### config.mk
export PLATFORM = sky130hd
export DESIGN_NAME = uart_rx_frame_ctrl_flat
export DESIGN_NICKNAME = d
export VERILOG_FILES = /design/src/rtl/uart_rx_frame_ctrl_pkg.sv /design/src/rtl/uart_rx_frame_ctrl_if.sv /design/src/rtl/uart_rx_frame_ctrl_fifo.sv /design/src/rtl/uart_rx_frame_ctrl.sv /design/src/flat_wrapper.sv
export SDC_FILE = /design/constraint.sdc
export NUM_CORES = 1
export LEC_CHECK = 0
export CAP_MARGIN = 10
export CORE_ASPECT_RATIO = 1.25
export CORE_UTILIZATION = 52
export DETAILED_ROUTE_END_ITERATION = 10
export GPL_TIMING_DRIVEN = 0
export PLACE_DENSITY = 0.71
export SLEW_MARGIN = 15
export SYNTH_ARGS = -nofsm -noshare
export SYNTH_HDL_FRONTEND = slang
export SYNTH_SLANG_ARGS = --single-unit
### constraint.sdc
create_clock -name CLK -period 2.9 [get_ports CLK]
set_input_delay 0.58 -clock CLK [delete_from_list [all_inputs] [get_ports CLK]]
set_output_delay 0.58 -clock CLK [all_outputs]
set_load 0.01 [all_outputs]
### src/rtl/uart_rx_frame_ctrl_pkg.sv
// Shared definitions for the UART receive framing controller.
//   UART_BYTE_W  : width of one received byte
//   rx_state_e   : receiver handshake FSM states (ST_RUN accepts bytes, ST_ACK drops enable)
//   byte_slot    : maps a byte index to its slot in the assembled word
package uart_rx_frame_ctrl_pkg;

    localparam int unsigned UART_BYTE_W = 8;

    typedef enum logic [0:0] {
        ST_RUN = 1'b0,
        ST_ACK = 1'b1
    } rx_state_e;

    function automatic int unsigned byte_slot(input int unsigned idx, input int unsigned bytes,
                                              input bit msb_first);
        return msb_first ? (bytes - 1 - idx) : idx;
    endfunction

endpackage

### src/rtl/uart_rx_frame_ctrl_if.sv
// Bus between the UART receiver / word consumer and the framing controller.
//   Rx_Done_Sig, Rx_Data : byte strobe and byte from the receiver
//   Rx_En_Sig            : receiver enable
//   Word_Data/Valid/Ready: assembled-word handshake toward user logic
//   Overrun_Sig, Timeout_Sig, Chk_Err_Sig : one-clock status pulses
// Modports: slave = controller side, master = receiver/consumer side.
interface uart_rx_frame_ctrl_if #(
    parameter int unsigned BYTES = 4
);
    import uart_rx_frame_ctrl_pkg::*;

    logic                         Rx_Done_Sig;
    logic [UART_BYTE_W-1:0]       Rx_Data;
    logic                         Rx_En_Sig;
    logic [UART_BYTE_W*BYTES-1:0] Word_Data;
    logic                         Word_Valid;
    logic                         Word_Ready;
    logic                         Overrun_Sig;
    logic                         Timeout_Sig;
    logic                         Chk_Err_Sig;

    modport slave (
        input  Rx_Done_Sig, Rx_Data, Word_Ready,
        output Rx_En_Sig, Word_Data, Word_Valid, Overrun_Sig, Timeout_Sig, Chk_Err_Sig
    );

    modport master (
        output Rx_Done_Sig, Rx_Data, Word_Ready,
        input  Rx_En_Sig, Word_Data, Word_Valid, Overrun_Sig, Timeout_Sig, Chk_Err_Sig
    );

endinterface

### src/rtl/uart_rx_frame_ctrl_fifo.sv
// uart_word_fifo: DEPTH-entry word buffer for completed frames.
//   CLK, RST_n : clock, asynchronous active-low reset
//   push, din  : write request and data; accepted when not full or when popping on the same edge
//   full       : DEPTH entries held
//   pop, dout  : read request and head entry (dout reads 0 while empty)
//   empty      : no entries held
module uart_word_fifo
    import uart_rx_frame_ctrl_pkg::*;
#(
    parameter int unsigned WIDTH = 32,
    parameter int unsigned DEPTH = 4
) (
    input  logic             CLK,
    input  logic             RST_n,
    input  logic             push,
    input  logic [WIDTH-1:0] din,
    output logic             full,
    input  logic             pop,
    output logic [WIDTH-1:0] dout,
    output logic             empty
);

    localparam int unsigned AW = $clog2(DEPTH);

    logic [WIDTH-1:0] mem [DEPTH];
    logic [AW-1:0]    wr_ptr_q, rd_ptr_q;
    logic [AW:0]      cnt_q;
    logic             wr_en, rd_en;

    assign full  = (cnt_q == (AW+1)'(DEPTH));
    assign empty = (cnt_q == '0);
    // When full, the popped slot is the one being written, so push+pop is safe.
    assign wr_en = push && (!full || pop);
    assign rd_en = pop && !empty;
    assign dout  = empty ? '0 : mem[rd_ptr_q];

    always_ff @(posedge CLK or negedge RST_n) begin
        if (!RST_n) begin
            wr_ptr_q <= '0;
            rd_ptr_q <= '0;
            cnt_q    <= '0;
        end else begin
            if (wr_en) wr_ptr_q <= wr_ptr_q + AW'(1);
            if (rd_en) rd_ptr_q <= rd_ptr_q + AW'(1);
            if (wr_en && !rd_en) begin
                cnt_q <= cnt_q + (AW+1)'(1);
            end else if (!wr_en && rd_en) begin
                cnt_q <= cnt_q - (AW+1)'(1);
            end
        end
    end

    always_ff @(posedge CLK) begin
        if (wr_en) mem[wr_ptr_q] <= din;
    end

endmodule

### src/rtl/uart_rx_frame_ctrl.sv
// uart_rx_frame_ctrl: sits between a UART receiver and user logic. Keeps the receiver enabled,
// assembles BYTES consecutive bytes into one word, buffers completed words in a DEPTH-entry
// FIFO read out with valid/ready, discards partial frames after TIMEOUT_CYC idle clocks and
// pulses Overrun_Sig when a completed word meets a full buffer.
// Ports:
//   CLK, RST_n : clock, asynchronous active-low reset
//   bus        : uart_rx_frame_ctrl_if.slave (receiver strobe/data/enable, word handshake,
//                status pulses)
// Optional feature: define UART_FRAME_CHECKSUM_EN to append an XOR checksum byte to each
// frame; mismatching frames are dropped and pulse Chk_Err_Sig. Without it Chk_Err_Sig is 0.
module uart_rx_frame_ctrl
    import uart_rx_frame_ctrl_pkg::*;
#(
    parameter int unsigned BYTES       = 4,
    parameter int unsigned DEPTH       = 4,
    parameter bit          MSB_FIRST   = 1'b0,
    parameter int unsigned TIMEOUT_CYC = 50000
) (
    input  logic                 CLK,
    input  logic                 RST_n,
    uart_rx_frame_ctrl_if.slave  bus
);

    localparam int unsigned WORD_W = UART_BYTE_W * BYTES;
`ifdef UART_FRAME_CHECKSUM_EN
    localparam int unsigned LAST_IDX = BYTES;      // index of the checksum byte
`else
    localparam int unsigned LAST_IDX = BYTES - 1;
`endif
    localparam int unsigned IW = (LAST_IDX > 0) ? $clog2(LAST_IDX + 1) : 1;
    localparam int unsigned TW = (TIMEOUT_CYC > 1) ? $clog2(TIMEOUT_CYC) : 1;

    rx_state_e                               state_q;
    logic                                    rx_en_q;
    logic [IW-1:0]                           idx_q, idx_d;
    logic [BYTES-1:0][UART_BYTE_W-1:0]       word_q, word_d;
    logic [TW-1:0]                           tmo_q, tmo_d;
    logic                                    timeout_q, overrun_q;
    logic                                    capture, push, pop, tmo_hit;
    logic                                    fifo_full, fifo_empty;
    logic [WORD_W-1:0]                       fifo_dout;
    int unsigned                             slot;
`ifdef UART_FRAME_CHECKSUM_EN
    logic [UART_BYTE_W-1:0]                  xor_q, xor_d;
    logic                                    chk_fail, chk_err_q;
`endif

    // Bytes are only taken while the FSM is in ST_RUN; ST_ACK masks Rx_Done_Sig.
    assign capture = (state_q == ST_RUN) && bus.Rx_Done_Sig;
    assign pop     = !fifo_empty && bus.Word_Ready;

    always_comb begin
        word_d  = word_q;
        idx_d   = idx_q;
        tmo_d   = tmo_q;
        tmo_hit = 1'b0;
        push    = 1'b0;
        slot    = byte_slot(32'(idx_q), BYTES, MSB_FIRST);
`ifdef UART_FRAME_CHECKSUM_EN
        xor_d    = xor_q;
        chk_fail = 1'b0;
`endif
        if (capture) begin
            idx_d = (idx_q == IW'(LAST_IDX)) ? '0 : idx_q + IW'(1);
`ifdef UART_FRAME_CHECKSUM_EN
            if (idx_q == IW'(BYTES)) begin
                xor_d = '0;
                if (bus.Rx_Data == xor_q) begin
                    push = 1'b1;
                end else begin
                    chk_fail = 1'b1;
                end
            end else begin
                xor_d = xor_q ^ bus.Rx_Data;
                for (int unsigned s = 0; s < BYTES; s++) begin
                    if (s == slot) word_d[s] = bus.Rx_Data;
                end
            end
`else
            for (int unsigned s = 0; s < BYTES; s++) begin
                if (s == slot) word_d[s] = bus.Rx_Data;
            end
            // The word pushed includes the byte captured on this edge.
            push = (idx_q == IW'(LAST_IDX));
`endif
        end

        // Idle counter only runs mid-frame; a capture on the expiry clock wins.
        if (capture || (idx_q == '0) || (TIMEOUT_CYC == 0)) begin
            tmo_d = '0;
        end else if (tmo_q == TW'(TIMEOUT_CYC - 1)) begin
            tmo_hit = 1'b1;
            tmo_d   = '0;
            idx_d   = '0;
`ifdef UART_FRAME_CHECKSUM_EN
            xor_d   = '0;
`endif
        end else begin
            tmo_d = tmo_q + TW'(1);
        end
    end

    // Receiver handshake FSM: enable drops for exactly one clock after every capture.
    always_ff @(posedge CLK or negedge RST_n) begin
        if (!RST_n) begin
            state_q <= ST_RUN;
            rx_en_q <= 1'b0;
        end else begin
            unique case (state_q)
                ST_RUN: begin
                    if (capture) begin
                        state_q <= ST_ACK;
                        rx_en_q <= 1'b0;
                    end else begin
                        rx_en_q <= 1'b1;
                    end
                end
                ST_ACK: begin
                    state_q <= ST_RUN;
                    rx_en_q <= 1'b1;
                end
                default: begin
                    state_q <= ST_RUN;
                    rx_en_q <= 1'b0;
                end
            endcase
        end
    end

    always_ff @(posedge CLK or negedge RST_n) begin
        if (!RST_n) begin
            idx_q     <= '0;
            word_q    <= '0;
            tmo_q     <= '0;
            timeout_q <= 1'b0;
            overrun_q <= 1'b0;
        end else begin
            idx_q     <= idx_d;
            word_q    <= word_d;
            tmo_q     <= tmo_d;
            timeout_q <= tmo_hit;
            overrun_q <= push && fifo_full && !pop;
        end
    end

`ifdef UART_FRAME_CHECKSUM_EN
    always_ff @(posedge CLK or negedge RST_n) begin
        if (!RST_n) begin
            xor_q     <= '0;
            chk_err_q <= 1'b0;
        end else begin
            xor_q     <= xor_d;
            chk_err_q <= chk_fail;
        end
    end
    assign bus.Chk_Err_Sig = chk_err_q;
`else
    assign bus.Chk_Err_Sig = 1'b0;
`endif

    uart_word_fifo #(
        .WIDTH (WORD_W),
        .DEPTH (DEPTH)
    ) u_fifo (
        .CLK   (CLK),
        .RST_n (RST_n),
        .push  (push),
        .din   (word_d),
        .full  (fifo_full),
        .pop   (pop),
        .dout  (fifo_dout),
        .empty (fifo_empty)
    );

    assign bus.Rx_En_Sig   = rx_en_q;
    assign bus.Word_Data   = fifo_dout;
    assign bus.Word_Valid  = !fifo_empty;
    assign bus.Overrun_Sig = overrun_q;
    assign bus.Timeout_Sig = timeout_q;

endmodule

### src/flat_wrapper.sv
// flat-port wrapper written by rule: the top's interface ports become plain ports
module uart_rx_frame_ctrl_flat import uart_rx_frame_ctrl_pkg::*;
#(
    parameter int unsigned BYTES       = 4,
    parameter int unsigned DEPTH       = 4,
    parameter bit          MSB_FIRST   = 1'b0,
    parameter int unsigned TIMEOUT_CYC = 50000
)
  (CLK, RST_n, bus_Rx_Done_Sig, bus_Rx_Data, bus_Word_Ready, bus_Rx_En_Sig, bus_Word_Data, bus_Word_Valid, bus_Overrun_Sig, bus_Timeout_Sig, bus_Chk_Err_Sig);
  uart_rx_frame_ctrl_if #(.BYTES(BYTES)) bus_i ();
  input  logic CLK;
  input  logic RST_n;
  input wire logic [$bits(bus_i.Rx_Done_Sig)-1:0] bus_Rx_Done_Sig;
  input wire logic [$bits(bus_i.Rx_Data)-1:0] bus_Rx_Data;
  input wire logic [$bits(bus_i.Word_Ready)-1:0] bus_Word_Ready;
  output wire logic [$bits(bus_i.Rx_En_Sig)-1:0] bus_Rx_En_Sig;
  output wire logic [$bits(bus_i.Word_Data)-1:0] bus_Word_Data;
  output wire logic [$bits(bus_i.Word_Valid)-1:0] bus_Word_Valid;
  output wire logic [$bits(bus_i.Overrun_Sig)-1:0] bus_Overrun_Sig;
  output wire logic [$bits(bus_i.Timeout_Sig)-1:0] bus_Timeout_Sig;
  output wire logic [$bits(bus_i.Chk_Err_Sig)-1:0] bus_Chk_Err_Sig;
  assign bus_i.Rx_Done_Sig = bus_Rx_Done_Sig;
  assign bus_i.Rx_Data = bus_Rx_Data;
  assign bus_i.Word_Ready = bus_Word_Ready;
  assign bus_Rx_En_Sig = bus_i.Rx_En_Sig;
  assign bus_Word_Data = bus_i.Word_Data;
  assign bus_Word_Valid = bus_i.Word_Valid;
  assign bus_Overrun_Sig = bus_i.Overrun_Sig;
  assign bus_Timeout_Sig = bus_i.Timeout_Sig;
  assign bus_Chk_Err_Sig = bus_i.Chk_Err_Sig;
  uart_rx_frame_ctrl #(.BYTES(BYTES), .DEPTH(DEPTH), .MSB_FIRST(MSB_FIRST), .TIMEOUT_CYC(TIMEOUT_CYC)) u_core (.CLK(CLK), .RST_n(RST_n), .bus(bus_i));
endmodule
== Word-level counts from Yosys, hierarchy flattened ==
Memories as Yosys holds them, arrays and structs flattened.
Index checks and enable logic that the tools add are counted.

* Flip-flop bits (word level): 61
* RAM bits: 128
* Bits of input ports: 12
* Output and inout port bits: 37
* Word-level logic and storage cells: 68
* Memories: 1

* Add/subtract/negate cells: 6
* Equality and inequality tests: 6
* Muxes and demuxes: 23
* Bitwise operators: 1
* Reduce and logical (&&, ||, !) cells: 18

{| class="wikitable"
|+ Memory list
! memory !! words !! bits a word !! rd ports !! clocked after Yosys merged registers in !! wr ports !! RTL line !! RTL
|-
| u_core.u_fifo.mem || 4 || 32 || 1 || 0 || 1 || uart_rx_frame_ctrl_fifo.sv:25 || <nowiki>logic [WIDTH-1:0] mem [DEPTH];</nowiki>
|}

{| class="wikitable"
|+ Operators with widths
! cell !! number
|-
| 32-bit 2-to-1 mux || 2
|-
| 16-bit 2-to-1 mux || 2
|-
| 8-bit 2-to-1 mux || 4
|-
| 16-bit by 1-bit adder with 16-bit output, second input constant || 1
|-
| 16-bit == test, second input constant || 1
|-
| 1-bit logical AND || 8
|-
| 2-bit 2-to-1 mux || 4
|-
| 1-bit 2-to-1 mux || 7
|-
| 2-bit by 1-bit adder with 2-bit output, second input constant || 3
|-
| 3-bit 2-to-1 mux || 2
|-
| 1-bit zero test || 5
|-
| 2-bit == test, first input constant || 2
|-
| 1-bit case mux with 2 select lines || 2
|-
| 3-bit by 1-bit adder with 3-bit output, second input constant || 1
|-
| 3-bit == test, second input constant || 1
|-
| 3-bit zero test || 1
|-
| 3-bit by 1-bit subtractor with 3-bit output, second input constant || 1
|-
| 1-bit by 2-bit == test with 1-bit output, first input constant || 1
|-
| 2-bit == test, second input constant || 1
|-
| 2-bit zero test || 1
|-
| 1-bit logical OR || 2
|-
| 2-bit nonzero test || 1
|-
| 1-bit NOT || 1
|}

== Logic depth before layout (Yosys ltp) ==
Gate-level depths: netlist of the first run.

* Word-level depth: 9
* Mapped depth: 10
* Gate-level depth less buffers: 10

== Cells and area by module ==
A second synthesis of the first run with hierarchy kept.

* Cells, all modules: 413
* Area total of the unflattened synthesis: 7588.5 µm²

{| class="wikitable"
|+ Modules (own cells, without submodules)
! module !! times used !! cells each !! area an instance (µm²) !! seq. area each (µm²)
|-
| uart_word_fifo || 1 || 239 || 5263.8 || 4018.9
|-
| uart_rx_frame_ctrl || 1 || 174 || 2324.7 || 1351.3
|}

== Least setup slack after synthesis of the first run ==
OpenSTA, ideal clock, no wires.

* Kind: input to register
* From: in bus_Rx_Done_Sig
* To: mem u_core.u_fifo.mem[0][0], enable pin
* Setup time: 0.392 ns
* Arrival time: 1.924 ns
* Data required time: 2.508 ns
* Path slack: 0.584 ns
* Stages on the path: 5
* Buffers on the path: 0
* Cell sequence: nand2b_4 -> inv_2 -> nand2_2 -> nor2_4 -> and2_1

* Cells in the longest elaborated chain, start to end: 5

{| class="wikitable"
|+ Ends and longest elaborated chain
! item !! RTL line !! RTL
|-
| start, declared || flat_wrapper.sv:13 || <nowiki>input wire logic [$bits(bus_i.Rx_Done_Sig)-1:0] bus_Rx_Done_Sig;</nowiki>
|-
| 1-bit logical AND || uart_rx_frame_ctrl.sv:49 || <nowiki>assign capture = (state_q == ST_RUN) && bus.Rx_Done_Sig;</nowiki>
|-
| 1-bit 2-to-1 mux || uart_rx_frame_ctrl.sv:63 || <nowiki>if (capture) begin</nowiki>
|-
| 1-bit logical AND || uart_rx_frame_ctrl_fifo.sv:33 || <nowiki>assign wr_en = push && (!full || pop);</nowiki>
|-
| named net u_core.u_fifo.wr_en || uart_rx_frame_ctrl_fifo.sv:28 || <nowiki>logic wr_en, rd_en;</nowiki>
|-
| 1-bit 2-to-1 mux || uart_rx_frame_ctrl_fifo.sv:54 || <nowiki>if (wr_en) mem[wr_ptr_q] <= din;</nowiki>
|-
| 1-bit 2-to-1 mux (not written as such) || uart_rx_frame_ctrl_fifo.sv:54 ||
|-
| end, declared || uart_rx_frame_ctrl_fifo.sv:25 ||
|}

The timed path passes the listed nets, and every way through them passes these cells.

== Worst setup path after layout of the first run ==
* From: reg u_core.u_fifo.rd_ptr_q[1]
* To: out bus_Word_Data[23]

* Cells in the longest elaborated chain, start to end: 2

{| class="wikitable"
|+ Ends and longest elaborated chain
! item !! RTL line !! RTL
|-
| start, declared || uart_rx_frame_ctrl_fifo.sv:26 || <nowiki>logic [AW-1:0] wr_ptr_q, rd_ptr_q;</nowiki>
|-
| start signal, assigned || uart_rx_frame_ctrl_fifo.sv:44 || <nowiki>if (rd_en) rd_ptr_q <= rd_ptr_q + AW'(1);</nowiki>
|-
| memory read 4 x 32 bit || - ||
|-
| 32-bit 2-to-1 mux || uart_rx_frame_ctrl_fifo.sv:35 || <nowiki>assign dout = empty ? '0 : mem[rd_ptr_q];</nowiki>
|-
| end, declared || flat_wrapper.sv:17 || <nowiki>output wire logic [$bits(bus_i.Word_Data)-1:0] bus_Word_Data;</nowiki>
|}

No other way between the ends.

==> results of run 1 <==
## worst max-delay path, stage by stage, from the launching register on
cell	delay, ps
dfrtp_1	550
buf_4	290
mux4_2	320
and2_1	180
clkdlybuf4s50_1	500
## Yosys cell counts, drive strengths merged (6+ instances only)
cell type / count / area, um^2
edfxtp: 128 / 3844
dfrtp: 61 / 1526
and2: 36 / 225.2
mux2: 34 / 382.9
mux4: 32 / 720.7
nor2: 22 / 95.09
xnor2: 15 / 131.4
nand2: 11 / 46.29
ha: 10 / 125.1
buf: 9 / 75.06
inv: 9 / 33.78
nand3: 6 / 40.04
## metrics by stage
stage	area, um^2	instances	TNS, ps	utilization [%]	hold WS (ps)
3_3_place_gp	8267	633	-163030	59.08	464.4
2_1_floorplan	7577	411	0	-	284.4
3_5_place_dp	8377	638	-83.42	59.86	481.1
5_1_grt	9025	669	0	64.49	45.66
4_1_cts	8985	668	0	64.21	42.55
6_report	9025	669	0	64.49	45.68
## final timing paths
check	end	slack, ps
max in group asynchronous	u_core.word_q[30]	2330
min in group CLK	u_core.u_fifo.cnt_q[2]	500
worst min register to register	u_core.u_fifo.cnt_q[2]	500
worst max-delay path	bus_Word_Data[23]	80
worst max register to register	u_core.u_fifo.cnt_q[2]	590
worst min-delay path	u_core.u_fifo.wr_ptr_q[1]	50
## registers in the layout (all words and copies together), names as in the netlist
| name | cells |
|---|---|
| u_core.u_fifo.wr_ptr_q | 2 |
| u_core.word_q | 32 |
| u_core.bus.Rx_En_Sig | 1 |
| u_core.u_fifo.cnt_q | 3 |
| u_core.tmo_q | 16 |
| u_core.u_fifo.rd_ptr_q | 2 |
| u_core.bus.Overrun_Sig | 1 |
| u_core.u_fifo.mem | 128 |
| u_core.state_q | 1 |
| u_core.bus.Timeout_Sig | 1 |
| u_core.idx_q | 2 |
## power by group through the flow
stage / clock network [uW] / registers (uW) / logic [uW]
2_1_floorplan: 0 / 3720 / 1740
3_3_place_gp: 0 / 3750 / 2710
3_5_place_dp: 0 / 3770 / 2830
4_1_cts: 2310 / 3740 / 2850
5_1_grt: 2410 / 3780 / 3090
6_report: 2270 / 3740 / 2850
## cells by family (layout without fill, tap and decap cells)
group / after synthesis / in the layout
fa+ha+maj: 11 / 11
mux: 66 / 66
flops: 189 / 189
xor+xnor: 19 / 19
other cells: 1 / 1
compound gates: 3 / 3
simple gates: 99 / 99
buf+inv: 23 / 106
## cell type report
cell class,count,area [um^2]
Sequential cell,189,5370
Fill cell,1000,4969
Multi-Input combinational cell,199,2090
Timing Repair Buffer,53,593.1
Clock buffer,17,425.4
Tap cell,175,219.0
Clock inverter,15,161.4
Buffer,12,132.6
Inverter,9,33.78
## timing repair
item | in CTS | in global routing
endpoints found under the setup margin | 30 | 27
hold endpoints to repair | 0 | 0
hold buffers | 0 | 0
setup buffers | 0 | 1
gates resized for setup | 11 | 9
## metal layers
layer  GRT usage (%)  vias up  share of wire, %
met4           5.926        0              0.90
met2           34.51       58                53
met5               0        -                 0
li1                -     1690                 -
met1           25.49     1958                43
met3           3.714       11               3.0
==> flow_summary.ini, run 1 <==
[cts]
cts_root_buffer = clkbuf_16
cts_max_level = 4
clock_sinks = 189
cts_tree = built
cts_made_buffers = 17
cts_buffer_depth = 2
insertion_delay_ps = 410
clk_transition_reported_paths_ps = 70

[yosys]
synth_mux_area_share_pct = 14.56
synth-edff-count = 128
syn_nets = 434
syn_area_per_cell_um2 = 18.44
yosysWarnings = 0
synthAdderAreaFrac_pct = 1.915
yosys.area_share.xor_xnor_pct = 2.196
async_flop_share_pct = 32.28
synth_compound_gate_area_share_pct = 0.1982
synth_seq_cells = 189
synth_top_family_by_area = multiplexers
ys_types = 37
synthCells = 411
netlist_area_um2 = 7577
ys.flop_type = edfxtp_1
synthSimpleGateAreaFrac_pct = 8.520
yosysSeqAreaShare_pct = 70.87

[power_and_ir_drop]
power_frac_seq_pct = 42.2
p_sw_uw = 2461
totalPowerFinal_uw = 8854
pwr-share-clk_pct = 25.6
combPwrFrac_pct = 32.2
intPower_uw = 6393
switching_share_pct = 27.79
ir_worst_vdd_uv = 520.4
p_leak_uw = 0.003269
powerDensity_nw_per_um2 = 981.1

[sta]
fin_ws_ps = 78.38
finalCriticalPeriod_ps = 2822
rsz0062_at_grt = no
worst_pin_slew_ps = 549.7
fmax_mhz = 354.4
slew-limit-headroom_pct = 63.26
slew_violations = 0
finClkSkew_ps = 7.885
fin_crit_sh_pct = 97.30
finalHoldViolations = 0
setup_viol = 0

[final_layout]
layout_commonest_cell = edfxtp_1
antenna_cells = 0
area_growth_pct = 19.11
drive_gt1_share_pct = 26.92
most-common-layout-cells = edfxtp_1, dfrtp_1, clkdlybuf4s50_1
nNetsFinal = 504

[placement]
post-place-ws_ps = -61.37
place_congestion = 0.7702
port_buffers = 47
dp_hpwl_mm = 8.619

[detailed_routing]
drt-vias-per-instance = 5.556
drcViolationCount = 0
vias = 3717
first_pass_iters = 4
routed_wl_mm = 13.62
wire_per_inst_um = 20.36
first_iter_violations = 211
ant_nets = 0

[floorplanning]
core_area_um2 = 13990
die_w_um = 110.0
die_y_um = 137.0
die-area_um2 = 15060
start_util_pct = 54.15
core.rowCount = 48
io_pins = 49

[global_route]
grt_first_pass_wirelength_mm = 21.30
antenna_found_initial = 0
grt_pass1_vias = 3946
overflow = 0
grt_max_degree = 46
grt_usage_pct = 19.94

[critical_path]
timing_worst_setup_path_type = flop to primary output
r2r-start = u_core.state_q
start_kind = flop
crit_fanout = 10
crit_required_ps = 2320
cp.arrival_ps = 2240
end_kind = primary output
crit_start = u_core.u_fifo.rd_ptr_q[1]
ff2ff_path_depth = 10

[worst_hold_path]
hold_path.class = primary input to async pin

[status]
status = complete, no violations

[run]
cap_violations = 0
(Power assumes the default switching activity.)
==> run 2: changes to the inputs <==
--- a/config.mk
+++ b/config.mk
@@ -8,6 +8,7 @@
 export CAP_MARGIN = 10
 export CORE_ASPECT_RATIO = 1.25
 export CORE_UTILIZATION = 52
+export CTS_CLUSTER_DIAMETER = 80
 export DETAILED_ROUTE_END_ITERATION = 10
 export GPL_TIMING_DRIVEN = 0
 export PLACE_DENSITY = 0.71
==> results of run 2 <==
The final DEF is identical to that of run 1; final timing and power are the same.
==> run 3: changes to the inputs <==
--- a/config.mk
+++ b/config.mk
@@ -10,9 +10,9 @@
 export CORE_UTILIZATION = 52
 export CTS_CLUSTER_DIAMETER = 80
 export DETAILED_ROUTE_END_ITERATION = 10
+export DONT_BUFFER_PORTS = 1
 export GPL_TIMING_DRIVEN = 0
-export PLACE_DENSITY = 0.71
-export SLEW_MARGIN = 15
+export PLACE_DENSITY = 0.67
 export SYNTH_ARGS = -nofsm -noshare
 export SYNTH_HDL_FRONTEND = slang
 export SYNTH_SLANG_ARGS = --single-unit
==> run 3 against run 2 <==
  * Global-route usage is 0.26 points higher
  * Maximum frequency rose by 6.4%
  * Combinational power is 24% lower
  * Worst hold slack worse by 15 ps
  * Sequential share of layout area up 3.3 points
  * Non-clock buffer count down 46
  * Design area fell by 5.3%
  * Die area stayed put
  * Routed wire length down 0.28%
  * Count of clock-buffer cells in the layout grew 5
==> flow_summary.ini, run 3 (synthesis gave the netlist of run 1 again) <==
[status]
status = complete, no violations

[detailed_routing]
vias = 3511
drt-vias-per-instance = 5.636
drcViolationCount = 0
first_iter_violations = 224
ant_nets = 0
routed_wl_mm = 13.58
wire_per_inst_um = 21.80
first_pass_iters = 4

[final_layout]
largest_register_ff_count = 128
stdcell_count = 623
most-common-layout-cells = edfxtp_1, dfrtp_1, mux4_2, and2_1, mux2_2
top_regs = u_core.u_fifo.mem: 128 flops, u_core.word_q: 32 flops, u_core.tmo_q: 16 flops
register_area_um2 = 5370
fillers = 1057
layout_commonest_cell = edfxtp_1
drive_gt1_share_pct = 27.90
antenna_cells = 0
multiInputGateArea_um2 = 2085
top_register = u_core.u_fifo.mem
nNetsFinal = 458
area_growth_pct = 12.76
post-route-util_pct = 61.06

[power_and_ir_drop]
p_leak_uw = 0.003039
powerDensity_nw_per_um2 = 975.0
ir_worst_vdd_uv = 462.1

[critical_path]
crit_required_ps = 2320
r2r_slack_ps = 580
cp.arrival_ps = 2070
timing_worst_setup_path_type = flop to primary output
crit_fanout = 10
start_kind = flop
end_kind = primary output

[sta]
fin_ws_ps = 248.7
slew_violations = 0
fmax_mhz = 377.2
finalCriticalPeriod_ps = 2651
rsz0062_at_grt = no
fin_setup_tns_ps = 0
finalHoldViolations = 0
worst_pin_slew_ps = 573.2
slew-limit-headroom_pct = 61.70
fin_crit_sh_pct = 91.43
finClkSkew_ps = 8.222
setup_viol = 0

[global_route]
grt_max_degree = 62
grt_pass1_vias = 3676
grt_usage_pct = 20.20
grt_first_pass_wirelength_mm = 21.18
overflow = 0
antenna_found_initial = 0

[cts]
cts_tree = built
clock_sinks = 189
clk_transition_reported_paths_ps = 60
insertion_delay_ps = 430
cts_resized = 0
cts_hold_buf = 1
cts_root_buffer = clkbuf_16
cts_buffer_depth = 2
cts_made_buffers = 17
post_cts.repair.setup_buffers = 0
cts_max_level = 4

[placement]
post-place-ws_ps = 462.6
place_congestion = 0.7564
dp_cells = 590
port_buffers = 0
dp_hpwl_mm = 8.276

[floorplanning]
die-area_um2 = 15060
core_area_um2 = 13990
die_y_um = 137.0
die_w_um = 110.0
core.rowCount = 48
start_util_pct = 54.15
io_pins = 49

[run]
cap_violations = 0

[worst_hold_path]
hold_path.class = primary input to async pin
==> run 3: cell types whose count changed in the layout (fill, tap and decap cells not counted), sizes merged <==
cell / change
bufinv: +2
clkinv: -2
buf: -2
clkdlybuf4s50: -42
dlymetal6s2s: -4
inv: -5
clkbuf: +7
==> run 3: layout make-up <==
type                            instances  area share [%]
Sequential cell                       189           62.85
Multi-Input combinational cell        199           24.40
Clock buffer                           22           5.550
Tap cell                              175           2.563
Clock inverter                         10           1.889
Timing Repair Buffer                    5           1.259
Buffer                                 14           1.098
Inverter                                9          0.3954
==> run 3: final timing paths <==
path	from	end	cells after the start
max	u_core.u_fifo.cnt_q[0]	bus_Word_Data[27]	4
min	RST_n	u_core.u_fifo.rd_ptr_q[0]	1
max reg2reg	u_core.u_fifo.cnt_q[0]	u_core.u_fifo.cnt_q[2]	9
min reg2reg	u_core.u_fifo.cnt_q[2]	u_core.u_fifo.cnt_q[2]	1
max in group asynchronous	RST_n	u_core.word_q[4]	1
min in group CLK	bus_Rx_Done_Sig	u_core.bus.Rx_En_Sig	1
==> run 3: stage by stage <==
step / instance area (um^2) / hold slack (ps) / power, uW
6_report: 8544 / 30.26 / 8331
5_1_grt: 8544 / 37.63 / 8762
4_1_cts: 8544 / 27.39 / 8440
3_5_place_dp: 7881 / 286.5 / 5976
3_3_place_gp: 7796 / 286.9 / 5861
2_1_floorplan: 7577 / 284.4 / 5463
==> run 3: layer usage <==
metal  track usage (%)  routed length (um)  vias up
li1                  -                   -     1590
met1             24.28                5535     1836
met2             34.51                7218       70
met3             6.000                 665       15
met4             6.815                 161        0
met5                 0                   0        -
==> run 3: where the power goes <==
part | switching [uW] | total, uW | internal, uW
clock | 931 | 2440 | 1510
sequential | 145 | 3710 | 3570
combinational | 1220 | 2180 | 963
==> run 3: critical path, stage by stage (launching register included) <==
cell,delay (ps)
dfrtp_1,440
or3_1,140
clkbuf_1,300
clkbuf_1,460
and2_1,300
